<file path="src/rtl/aes_pkg.sv">
// aes_pkg -- shared definitions for the AES round datapath.
//   STATE_W / BYTE_W / NB : state width, byte width, bytes per column (= columns per state)
//   smc_state_t           : shift_mix_columns FSM encoding
//   xtime                 : multiply-by-x in GF(2^8), polynomial x^8+x^4+x^3+x+1
package aes_pkg;

  localparam int STATE_W = 128;
  localparam int BYTE_W  = 8;
  localparam int NB      = 4;
  localparam int COL_W   = NB * BYTE_W;

  typedef enum logic [1:0] {
    ST_IDLE = 2'd0,
    ST_LOAD = 2'd1,
    ST_MIX  = 2'd2,
    ST_DONE = 2'd3
  } smc_state_t;

  function automatic logic [BYTE_W-1:0] xtime(input logic [BYTE_W-1:0] b);
    return {b[6:0], 1'b0} ^ (b[7] ? 8'h1B : 8'h00);
  endfunction

endpackage

</file>
<file path="src/rtl/mix_column.sv">
// mix_column -- combinational AES MixColumns on one 32-bit column.
//   col_in  [31:0] : column, row 0 in [31:24]
//   col_out [31:0] : mixed column, same byte order
//   dec            : 1 selects InvMixColumns (port exists only with SMC_INV_EN)
// Optional feature macro: SMC_INV_EN (adds the inverse mixer and dec input).
module mix_column
  import aes_pkg::*;
(
`ifdef SMC_INV_EN
  input  logic             dec,
`endif
  input  logic [COL_W-1:0] col_in,
  output logic [COL_W-1:0] col_out
);

  logic [BYTE_W-1:0] a0, a1, a2, a3;
  logic [BYTE_W-1:0] x0, x1, x2, x3;
  logic [COL_W-1:0]  fwd;

  assign a0 = col_in[31:24];
  assign a1 = col_in[23:16];
  assign a2 = col_in[15:8];
  assign a3 = col_in[7:0];

  assign x0 = xtime(a0);
  assign x1 = xtime(a1);
  assign x2 = xtime(a2);
  assign x3 = xtime(a3);

  // 3*b = xtime(b) ^ b
  assign fwd = {x0 ^ x1 ^ a1 ^ a2 ^ a3,
                a0 ^ x1 ^ x2 ^ a2 ^ a3,
                a0 ^ a1 ^ x2 ^ x3 ^ a3,
                x0 ^ a0 ^ a1 ^ a2 ^ x3};

`ifdef SMC_INV_EN
  // 9/b/d/e multiples built from x, x^2, x^3 terms
  function automatic logic [BYTE_W-1:0] mul9(input logic [BYTE_W-1:0] b);
    return xtime(xtime(xtime(b))) ^ b;
  endfunction
  function automatic logic [BYTE_W-1:0] mulb(input logic [BYTE_W-1:0] b);
    return xtime(xtime(xtime(b))) ^ xtime(b) ^ b;
  endfunction
  function automatic logic [BYTE_W-1:0] muld(input logic [BYTE_W-1:0] b);
    return xtime(xtime(xtime(b))) ^ xtime(xtime(b)) ^ b;
  endfunction
  function automatic logic [BYTE_W-1:0] mule(input logic [BYTE_W-1:0] b);
    return xtime(xtime(xtime(b))) ^ xtime(xtime(b)) ^ xtime(b);
  endfunction

  logic [COL_W-1:0] inv;

  assign inv = {mule(a0) ^ mulb(a1) ^ muld(a2) ^ mul9(a3),
                mul9(a0) ^ mule(a1) ^ mulb(a2) ^ muld(a3),
                muld(a0) ^ mul9(a1) ^ mule(a2) ^ mulb(a3),
                mulb(a0) ^ muld(a1) ^ mul9(a2) ^ mule(a3)};

  assign col_out = dec ? inv : fwd;
`else
  assign col_out = fwd;
`endif

endmodule

</file>
<file path="src/rtl/shift_mix_columns.sv">
// shift_mix_columns -- AES ShiftRows followed by iterative MixColumns
// (one column per clock through a single shared column mixer).
//   Clk            : clock, rising edge
//   Rst            : asynchronous active-low reset
//   En_SMC         : start request (ignored while Busy_SMC, except on the
//                    edge that raises Ry_SMC, which accepts back-to-back)
//   Last_SMC       : final round, ShiftRows only; sampled with En_SMC
//   Dec_SMC        : inverse transform; sampled with En_SMC (SMC_INV_EN only)
//   In_SMC  [127:0]: state from SubBytes, byte 0 in [127:120]
//   Ry_SMC         : one-cycle pulse, Out_SMC updated
//   Busy_SMC       : operation in flight
//   Out_SMC [127:0]: result, held until the next result
// Optional feature macro: SMC_INV_EN (inverse ShiftRows/MixColumns, Dec_SMC port).
module shift_mix_columns
  import aes_pkg::*;
#(
  parameter int COLS = 4
) (
  input  logic               Clk,
  input  logic               Rst,
  input  logic               En_SMC,
  input  logic               Last_SMC,
`ifdef SMC_INV_EN
  input  logic               Dec_SMC,
`endif
  input  logic [STATE_W-1:0] In_SMC,
  output logic               Ry_SMC,
  output logic               Busy_SMC,
  output logic [STATE_W-1:0] Out_SMC
);

  localparam int            CW       = (COLS > 1) ? $clog2(COLS) : 1;
  localparam logic [CW-1:0] COL_LAST = CW'(COLS - 1);

  smc_state_t         state, state_nxt;
  logic [CW-1:0]      col;
  logic [STATE_W-1:0] st;
  logic               last_q;
  logic               load, mix_en, done;
  logic [COL_W-1:0]   col_word, col_mixed;

`ifdef SMC_INV_EN
  logic dec_q;

  function automatic logic [STATE_W-1:0] shift_rows(input logic [STATE_W-1:0] s,
                                                    input logic inv);
`else
  function automatic logic [STATE_W-1:0] shift_rows(input logic [STATE_W-1:0] s);
`endif
    logic [STATE_W-1:0] o;
    int src;
    o = '0;
    for (int c = 0; c < NB; c++) begin
      for (int r = 0; r < NB; r++) begin
`ifdef SMC_INV_EN
        src = inv ? (c - r + NB) % NB : (c + r) % NB;
`else
        src = (c + r) % NB;
`endif
        o[STATE_W-1-BYTE_W*(NB*c+r) -: BYTE_W] = s[STATE_W-1-BYTE_W*(NB*src+r) -: BYTE_W];
      end
    end
    return o;
  endfunction

  assign Busy_SMC = (state != ST_IDLE);

  // Column under mix this cycle; column 0 occupies the top 32 bits.
  assign col_word = st[STATE_W-1-COL_W*int'(col) -: COL_W];

  mix_column u_mix (
`ifdef SMC_INV_EN
    .dec     (dec_q),
`endif
    .col_in  (col_word),
    .col_out (col_mixed)
  );

  // The LOAD slot after acceptance holds the freshly shifted state for one
  // cycle before mixing starts; it fixes the cadence at 6 cycles per block
  // (2 on the final round) with back-to-back acceptance on the DONE edge.
  always_comb begin
    state_nxt = state;
    load      = 1'b0;
    mix_en    = 1'b0;
    done      = 1'b0;
    unique case (state)
      ST_IDLE: begin
        if (En_SMC) begin
          load      = 1'b1;
          state_nxt = ST_LOAD;
        end
      end
      ST_LOAD: begin
        state_nxt = last_q ? ST_DONE : ST_MIX;
      end
      ST_MIX: begin
        mix_en = 1'b1;
        if (col == COL_LAST) state_nxt = ST_DONE;
      end
      ST_DONE: begin
        done = 1'b1;
        if (En_SMC) begin
          load      = 1'b1;
          state_nxt = ST_LOAD;
        end else begin
          state_nxt = ST_IDLE;
        end
      end
      default: state_nxt = ST_IDLE;
    endcase
  end

  always_ff @(posedge Clk or negedge Rst) begin
    if (!Rst) begin
      state   <= ST_IDLE;
      col     <= '0;
      st      <= '0;
      last_q  <= 1'b0;
`ifdef SMC_INV_EN
      dec_q   <= 1'b0;
`endif
      Out_SMC <= '0;
      Ry_SMC  <= 1'b0;
    end else begin
      state  <= state_nxt;
      Ry_SMC <= done;
      if (done) Out_SMC <= st;
      if (load) begin
        last_q <= Last_SMC;
        col    <= '0;
`ifdef SMC_INV_EN
        dec_q  <= Dec_SMC;
        st     <= shift_rows(In_SMC, Dec_SMC);
`else
        st     <= shift_rows(In_SMC);
`endif
      end else if (mix_en) begin
        st[STATE_W-1-COL_W*int'(col) -: COL_W] <= col_mixed;
        col <= (col == COL_LAST) ? '0 : col + 1'b1;
      end
    end
  end

endmodule

</file>
<file path="config.mk">
export PLATFORM = sky130hd
export DESIGN_NAME = shift_mix_columns
export DESIGN_NICKNAME = d
export VERILOG_FILES = /design/src/rtl/aes_pkg.sv /design/src/rtl/mix_column.sv /design/src/rtl/shift_mix_columns.sv
export SDC_FILE = /design/constraint.sdc
export NUM_CORES = 1
export LEC_CHECK = 0
export CORE_MARGIN = 4
export CORE_UTILIZATION = 55
export DETAILED_ROUTE_END_ITERATION = 16
export PLACE_DENSITY = 0.9
export SYNTH_ARGS = -nofsm -noshare
export SYNTH_HDL_FRONTEND = slang
export SYNTH_SLANG_ARGS = --single-unit
</file>
<file path="constraint.sdc">
create_clock -name Clk -period 3.8 [get_ports Clk]
set_input_delay 0.76 -clock Clk [delete_from_list [all_inputs] [get_ports Clk]]
set_output_delay 0.76 -clock Clk [all_outputs]
set_load 0.005 [all_outputs]
</file>
-- Word level (Yosys, flattened, before mapping)
Index checks and enable logic that the tools add are counted.
- bits in registers: 262
- input bits: 132
- output and inout port bits: 130
- word-level logic and storage cells: 62
- $add $sub $neg: 3
- equality and inequality tests: 6
- shift operators: 3
- mux-type cells: 19
- bitwise operators: 20
- reductions and logical operators: 5
- operators by type and width (operator ; number):
    2-to-1 mux 128 bit ; 2
    XOR 8 bit ; 20
    variable shift 32 x 33 -> 159 bit (first input constant) ; 1
    variable part select 159 x 8 -> 32 bit ; 1
    variable part select 32 x 33 -> 159 bit ; 1
    bitwise mux 128 bit ; 1
    negation 8 -> 33 bit ; 1
    2-to-1 mux 5 bit ; 4
    2-to-1 mux 2 bit ; 5
    case mux 2 bit (4 select lines) ; 1
    subtractor 7 x 7 -> 8 bit (first input constant) ; 1
    == test 2 bit (second input constant) ; 3
    2-to-1 mux 1 bit ; 6
    inequality test 2 bit (second input constant) ; 2
    nonzero test 2 bit ; 2
    adder 2 x 1 -> 2 bit (second input constant) ; 1
    == test 2 x 1 -> 1 bit (second input constant) ; 1
    zero test 2 bit ; 1
    AND reduction 2 bit ; 1
    OR reduction 2 bit ; 1

-- Longest topological paths before layout
Gate-level depths: netlist of the first run.
- depth after elaboration: 12
- gate-level depth with buffers: 8
- depth with buffers taken out: 6

-- By module
Synthesis of the first run repeated with hierarchy kept, for this count alone.
- cells, all modules: 863
- area total of the unflattened synthesis: 12829.8 µm²
- modules (own cells, without submodules) (module ; times used ; cells each ; area each (µm²) ; seq. area each (µm²)):
    shift_mix_columns ; 1 ; 779 ; 11487.3 ; 6556.3
    mix_column ; 1 ; 84 ; 1342.5 ; 0.0

-- Least setup slack after synthesis of the first run
OpenSTA, ideal clock, no wires.
- path kind: reg-to-reg
- from: register col[0]
- to: register st[11]
- library setup time: 0.077 ns
- data arrival time: 2.161 ns
- required time: 3.723 ns
- path slack: 1.562 ns
- cell stages (with the launch flop): 7
- path buffers: 2
- period minus slack after synthesis: 2.238 ns
- path through: dfrtp_1 > buf_6 > buf_8 > mux4_2 > xor2_1 > xnor3_1 > o21ai_1
- longest elaborated chain between the ends: 12
- elaborated cells between the ends (all ways): 32
- those cells by class: add/sub: 2; shift: 3; mux: 7; bitwise: 20
- RTL lines (element ; RTL line ; source):
    start: declaration ; shift_mix_columns.sv:36 ; logic [CW-1:0] col;
    start signal: assignment ; shift_mix_columns.sv:140 ; col <= (col == COL_LAST) ? '0 : col + 1'b1;
    subtractor 7 x 7 -> 8 bit * ; shift_mix_columns.sv:69, shift_mix_columns.sv:139 ;
    variable part select 159 x 8 -> 32 bit ; shift_mix_columns.sv:69 ; assign col_word = st[STATE_W-1-COL_W*int'(col) -: COL_W];
    2-to-1 mux 5 bit ; aes_pkg.sv:20 ; return {b[6:0], 1'b0} ^ (b[7] ? 8'h1B : 8'h00);
    XOR 8 bit ; aes_pkg.sv:20 ;
    XOR 8 bit (on tied branches) (4 in a row) ; mix_column.sv:34, mix_column.sv:31, mix_column.sv:32 ;
    variable part select 32 x 33 -> 159 bit ; shift_mix_columns.sv:139 ; st[STATE_W-1-COL_W*int'(col) -: COL_W] <= col_mixed;
    bitwise mux 128 bit * ; shift_mix_columns.sv:139 ;
    2-to-1 mux 128 bit * ; shift_mix_columns.sv:138 ; end else if (mix_en) begin
    2-to-1 mux 128 bit * ; shift_mix_columns.sv:129 ; if (load) begin
    end signal: assignment ; shift_mix_columns.sv:136 ; st <= shift_rows(In_SMC);
    end signal: indexed assignment ; shift_mix_columns.sv:139 ;
    end: declaration ; shift_mix_columns.sv:37 ; logic [STATE_W-1:0] st;
Every way passes the cells marked *; elsewhere a longest branch is shown, timed or not. The select of a mux whose other input is x is not followed.
A chain may end at the register's enable or synchronous reset.

-- Worst setup path in the final report of the first run
- from: register col[0]
- to: register st[51]
Same word-level chain as after synthesis.

==> impl_metrics.csv, run 1 <==
group,metric,value,unit
run_status,status,"complete, no violations",
cts,worstSkewPairLatency,530,ps
route,drt_iter0_drc,789,
worst_setup_path,rr_worst_depth,5,
worst_setup_path,rr_endpoint,"st[51]",
timing,rsz0062_at_grt,"no",
worst_setup_path,cp-end-kind,"register",
layout,area_growth,31.3,%
floorplanning,die_width,157,um
cts,postCtsSetupBuffers,0,
place,placed_area,15100,um^2
floorplanning,dieArea,24600,um^2
worst_setup_path,crit_slowest_cell,"dfrtp_2",
global_routing,grt_max_degree,115,
cts,cts_tree,"done",
synthesis,synth_edf_count,0,
global_routing,use_met1,41.2,%
synthesis,async_flop_share,100,%
job,drv_cap,0,
timing,post-route-period-util,79.5,%
layout,drive_above_1_share,21.7,%
synthesis,synth_commonest_cells,"dfrtp_1 (262), mux2_2 (130), a22oi_1 (128)",
worst_setup_path,critPathKind,"register to register",
timing,slew_violations,0,
worst_setup_path,rr_startpoint,"col[0]",
cts,holdBufCountCts,0,
global_routing,grt_usage,29.5,%
synthesis,yosys_register_bits,262,
timing,slew_headroom,37.2,%
floorplanning,die_h,157,um
place,gp_congestion,0.865,
timing,tns,0,ps
route,drc,0,
synthesis,yosysSeqAreaShare,53.7,%
route,dr.pass1.iters,6,
global_routing,met2_usage,47.0,%
layout,layout.cells.non_filler,1394,
layout,post-route-util,73.4,%
worst_setup_path,cpLargestDelayFamily,"XOR/XNOR gates",
place,placedCellCount,1350,
floorplanning,ios,262,
layout,final_area,16000,um^2
global_routing,grt_use_met3,6.13,%
worst_setup_path,crit_path_start_kind,"register",
global_routing,grt.overflow.total,0,
synthesis,yosysMostFrequentCell,"dfrtp_1",
cts,clock-sinks,262,
synthesis,syn-mean-instance-area,14.3,um^2
worst_setup_path,worstPathCellList,"buf_4 -> mux4_2 -> xor2_2 -> xnor3_1 -> o21ai_1",
worst_setup_path,path_buf_inv,1,
route,avgRoutedWirePerCell,26.3,um
place,numPortBuffers,261,
cts,cts.repair.resized,0,
synthesis,yosysWarnings,0,
worst_setup_path,crit_start,"col[0]",
cts,clkTransAtPathRegs,60,ps
global_routing,antenna_found_initial,0,
worst_setup_path,crit_required,4240,ps
floorplanning,core,21800,um^2
timing,fin_crit,3020,ps
timing,hold_viol_final,0,
global_routing,grt_pass1_wl,55400,um
global_routing,grt_pass1_vias,9313,
worst_setup_path,critPathMaxStageDelay,810,ps
timing,fmax,331,MHz
cts,root_buffer,"clkbuf_16",
timing,clock_skew,18.1,ps
synthesis,synth_area,12200,um^2
floorplanning,initial_utilization,55.9,%
route,vias,8960,
synthesis,synthTopCellsByArea,"dfrtp_1 (54%), mux2_2 (12%), a22oi_1 (7.9%)",
cts,clk_path_buf_depth,3,
layout,final_nets,1239,
worst_setup_path,cp.arrival,3470,ps
global_routing,top_usage_layer,"met2",
synthesis,synth_ff_type,"dfrtp_1",
hold_path,worstHoldPathType,"primary input to asynchronous set/reset pin",
timing,setup_violations,0,
route,vias_per_cell,6.43,
route,ant_nets,0,
timing,worst_pin_slew,941,ps
synthesis,ys_types,28,
floorplanning,rows,54,
cts,h-tree-depth,1,
route,wirelength,36600,um
synthesis,synth_nets,993,
synthesis,synthCells,852,
worst_setup_path,reg2reg_slack,780,ps
worst_setup_path,cp_max_fo,22,
synthesis,yosysTopAreaCell,"dfrtp_1",
layout,n_antenna_cell,0,
place,place_hpwl,25600,um
cts,numCtsBuffers,26,
synthesis,yosys.area.top_type_share,53.7,%
per-layer routing:
metal  up-vias  wire length (um)
met4         0              1310
li1       3718                 -
met2       637             17400
met3        96              3940
met5         -                 0
met1      4509             14000
final cells by class:
type,instances,area [um^2]
well taps,280,350
flip-flops and latches,262,6560
fillers,1350,5800
clock buffers,38,767
repair buffers,282,2810
inverters,6,22.5
multi-input cells,520,5410
clock inverters,6,105
cells by family (layout without fill, tap and decap cells):
kind of cell    after synthesis  after routing  share of synthesized area [%]
buf+inv                      70            332                           2.49
xor+xnor                     74             74                           10.9
fa+ha+maj                     9              9                          0.923
simple gates                 10             10                          0.431
mux                         163            163                           18.0
compound gates              264            264                           13.5
flops                       262            262                           53.7
per-stage QoR:
stage / worst slack (ps) / hold slack (ps)
after floorplan: 1560 / 464
after global placement: 900 / 489
after CTS: 772 / 346
after detailed placement: 830 / 495
final: 779 / 250
after global routing: 642 / 358
cells in the final DEF, fill, tap and decap left out:
cell type / synthesis / final
a21oi_1: 5 / 1
clkbuf_8: 0 / 5
buf_8: 1 / 1
inv_1: 6 / 6
a21oi_4: 0 / 4
xor2_2: 5 / 5
clkbuf_16: 0 / 27
ha_1: 9 / 8
mux2_2: 130 / 130
nor2b_4: 0 / 1
xnor2_1: 5 / 5
clkbuf_1: 52 / 6
buf_4: 0 / 18
a22oi_1: 128 / 128
nor2_1: 3 / 3
xor2_1: 14 / 14
clkinv_2: 0 / 3
a211o_1: 1 / 1
xnor3_1: 40 / 40
buf_12: 0 / 3
mux2i_1: 1 / 1
clkdlybuf4s50_1: 0 / 260
dfrtp_1: 262 / 260
dfrtp_2: 0 / 2
xnor2_2: 7 / 7
nand4_1: 4 / 4
xor3_1: 3 / 3
and2_1: 1 / 1
nand2_1: 1 / 1
o21ai_0: 22 / 22
o22ai_1: 1 / 1
bufinv_16: 0 / 3
ha_4: 0 / 1
o21ai_1: 107 / 107
mux4_2: 32 / 32
worst max path at each step:
| stage | depth (start not counted) | endpoint | slack (ps) |
|---|---|---|---|
| 5_1_grt | 5 | st[19] | 640 |
| 2_1_floorplan | 6 | st[11] | 1560 |
| 4_1_cts | 5 | st[51] | 770 |
| 6_report | 5 | st[51] | 780 |
| 3_5_place_dp | 5 | st[51] | 830 |
| 3_3_place_gp | 5 | st[83] | 900 |
flip-flops by register name, summed over array words and instances, names as in the netlist:
register	flops
Ry_SMC	1
state	2
st	128
last_q	1
col	2
Out_SMC	128
worst register-to-register path, cell delays in order, from the launching register on:
cell and delay, ps:
dfrtp_2 810, buf_4 320, mux4_2 680, xor2_2 370, xnor3_1 570, o21ai_1 180
Power of run 1 is not shown: default switching activity piles up to over one toggle a cycle in this logic, so the estimate is an artifact.
==> inputs of run 2 (changes only) <==
Settings changed: CORE_UTILIZATION 55 to 46, PLACE_DENSITY 0.9 to 0.8.
Clock period 3.8 ns to 2.6 ns, I/O delays scaled along.
==> run 2 against run 1 <==
  * Core utilization down 11 points
  * Cell area up 1.9%
  * Register-to-register slack worse by 650 ps
  * Critical path type unchanged
  * Routed wire length up 0.21%
==> impl_metrics.csv, run 2 (synthesis results as in run 1) <==
group,metric,value,unit
run_status,status,"complete, no violations",
worst_setup_path,crit_path_start_kind,"register",
worst_setup_path,worstPathCellList,"buf_12 -> mux4_2 -> xor2_1 -> xnor3_1 -> o21ai_1",
timing,clock_skew,9.49,ps
layout,drive_above_1_share,23.4,%
timing,hold_viol_final,0,
worst_setup_path,crit_slowest_cell,"mux4_2",
timing,fin_crit,2470,ps
cts,clock-sinks,262,
place,numPortBuffers,261,
cts,root_buffer,"clkbuf_16",
layout,area_growth,33.8,%
global_routing,grt.overflow.total,0,
floorplanning,initial_utilization,46.8,%
place,place_hpwl,26100,um
cts,clk_path_buf_depth,3,
worst_setup_path,cp_max_fo,19,
layout,final_cell_mix,"dfrtp_1 (260), clkdlybuf4s50_1 (260), mux2_2 (130), a22oi_1 (128), o21ai_1 (107)",
timing,worst_pin_slew,1130,ps
floorplanning,dieArea,29200,um^2
global_routing,grt_pass1_vias,9222,
floorplanning,die_h,171,um
global_routing,grt_usage,24.7,%
floorplanning,die_width,171,um
global_routing,grt_max_degree,130,
worst_setup_path,critPathKind,"register to register",
hold_path,worstHoldPathType,"primary input to asynchronous set/reset pin",
route,vias_per_cell,5.99,
floorplanning,core,26100,um^2
route,wirelength,36700,um
place,gp_congestion,0.853,
layout,final_nets,1262,
timing,post-route-period-util,95.0,%
route,vias,8830,
timing,slew_violations,0,
route,drt_iter0_drc,880,
layout,reg.largest.list,"Out_SMC x128, st x128",
global_routing,antenna_found_initial,1,
worst_setup_path,cp-end-kind,"register",
worst_setup_path,path_buf_inv,1,
floorplanning,ios,262,
layout,filler_cell_count,1949,
timing,fmax,405,MHz
cts,cts_tree,"done",
route,drc,0,
timing,tns,0,ps
cts,clkTransAtPathRegs,70,ps
timing,rsz0062_at_grt,"no",
worst_setup_path,critPathMaxStageDelay,630,ps
worst_setup_path,cp.arrival,2930,ps
timing,slew_headroom,24.8,%
floorplanning,rows,59,
cts,numCtsBuffers,27,
route,avgRoutedWirePerCell,24.9,um
job,drv_cap,0,
worst_setup_path,path_depth,5,
timing,setup_violations,0,
global_routing,grt_pass1_wl,55200,um
worst_setup_path,rr_worst_depth,5,
cts,postCtsSetupBuffers,0,
worst_setup_path,crit_required,3060,ps
route,ant_nets,0,
cts,worstSkewPairLatency,530,ps
worst_setup_path,cpLargestDelayFamily,"XOR/XNOR gates",
layout,n_antenna_cell,0,
route,dr.pass1.iters,5,
cts,h-tree-depth,1,
## run 2: cell count changes in the layout (fill, tap and decap cells not counted), sizes merged
cell	change
clkbuf	+5
buf	+22
clkinvlp	+1
bufinv	-3
## run 2: what timing repair did
item / 4_1_cts / 5_1_grt
hold buffers: 0 / 0
endpoints found under the setup margin: 0 / 2
gates resized for setup: 0 / 1
## run 2: final cells by class
class / instances / area [um^2] / share of cell area, %
sequential: 262 / 6560 / 40.2
multi-input combinational: 520 / 5410 / 33.1
timing repair buffer: 304 / 3080 / 18.8
clock buffer: 43 / 816 / 5.00
tap: 335 / 419 / 2.57
clock inverter: 4 / 22.5 / 0.138
inverter: 6 / 22.5 / 0.138
## run 2: stage by stage
stage	std cells	setup slack, ps	area (um^2)	util [%]	hold slack (ps)
floorplan	852	362	12200	-	224
global placement	1427	133	15500	59.4	491
detailed placement	1427	82.9	15500	59.4	494
CTS	1474	78.1	16300	62.6	14.1
global route	1474	17.8	16300	62.7	35.3
finish	1474	131	16300	62.7	1.51
## run 2: worst paths after layout
path                        startpoint          end  slack (ps)
max                             col[0]       st[52]         130
max in group asynchronous          Rst  Out_SMC[55]        1840
min reg2reg                Out_SMC[54]  Out_SMC[54]         500
max reg2reg                     col[0]       st[52]         130
min in group Clk           Out_SMC[54]  Out_SMC[54]         500
min                                Rst        st[8]           2
## run 2: per-layer routing
metal	GRT usage, %	up-vias	share of wire, %
met5	0	-	0.033
met4	5.79	2	2.1
met3	3.95	65	7.5
met2	40.8	447	49
met1	34.8	4550	42
li1	-	3766	-
## run 2: worst reg2reg max path, cell delays in order, from the launching register on
cell and delay, ps:
dfrtp_2 410, buf_12 210, mux4_2 640, xor2_1 390, xnor3_1 580, o21ai_1 180
Power of run 2 is left out for the same reason.
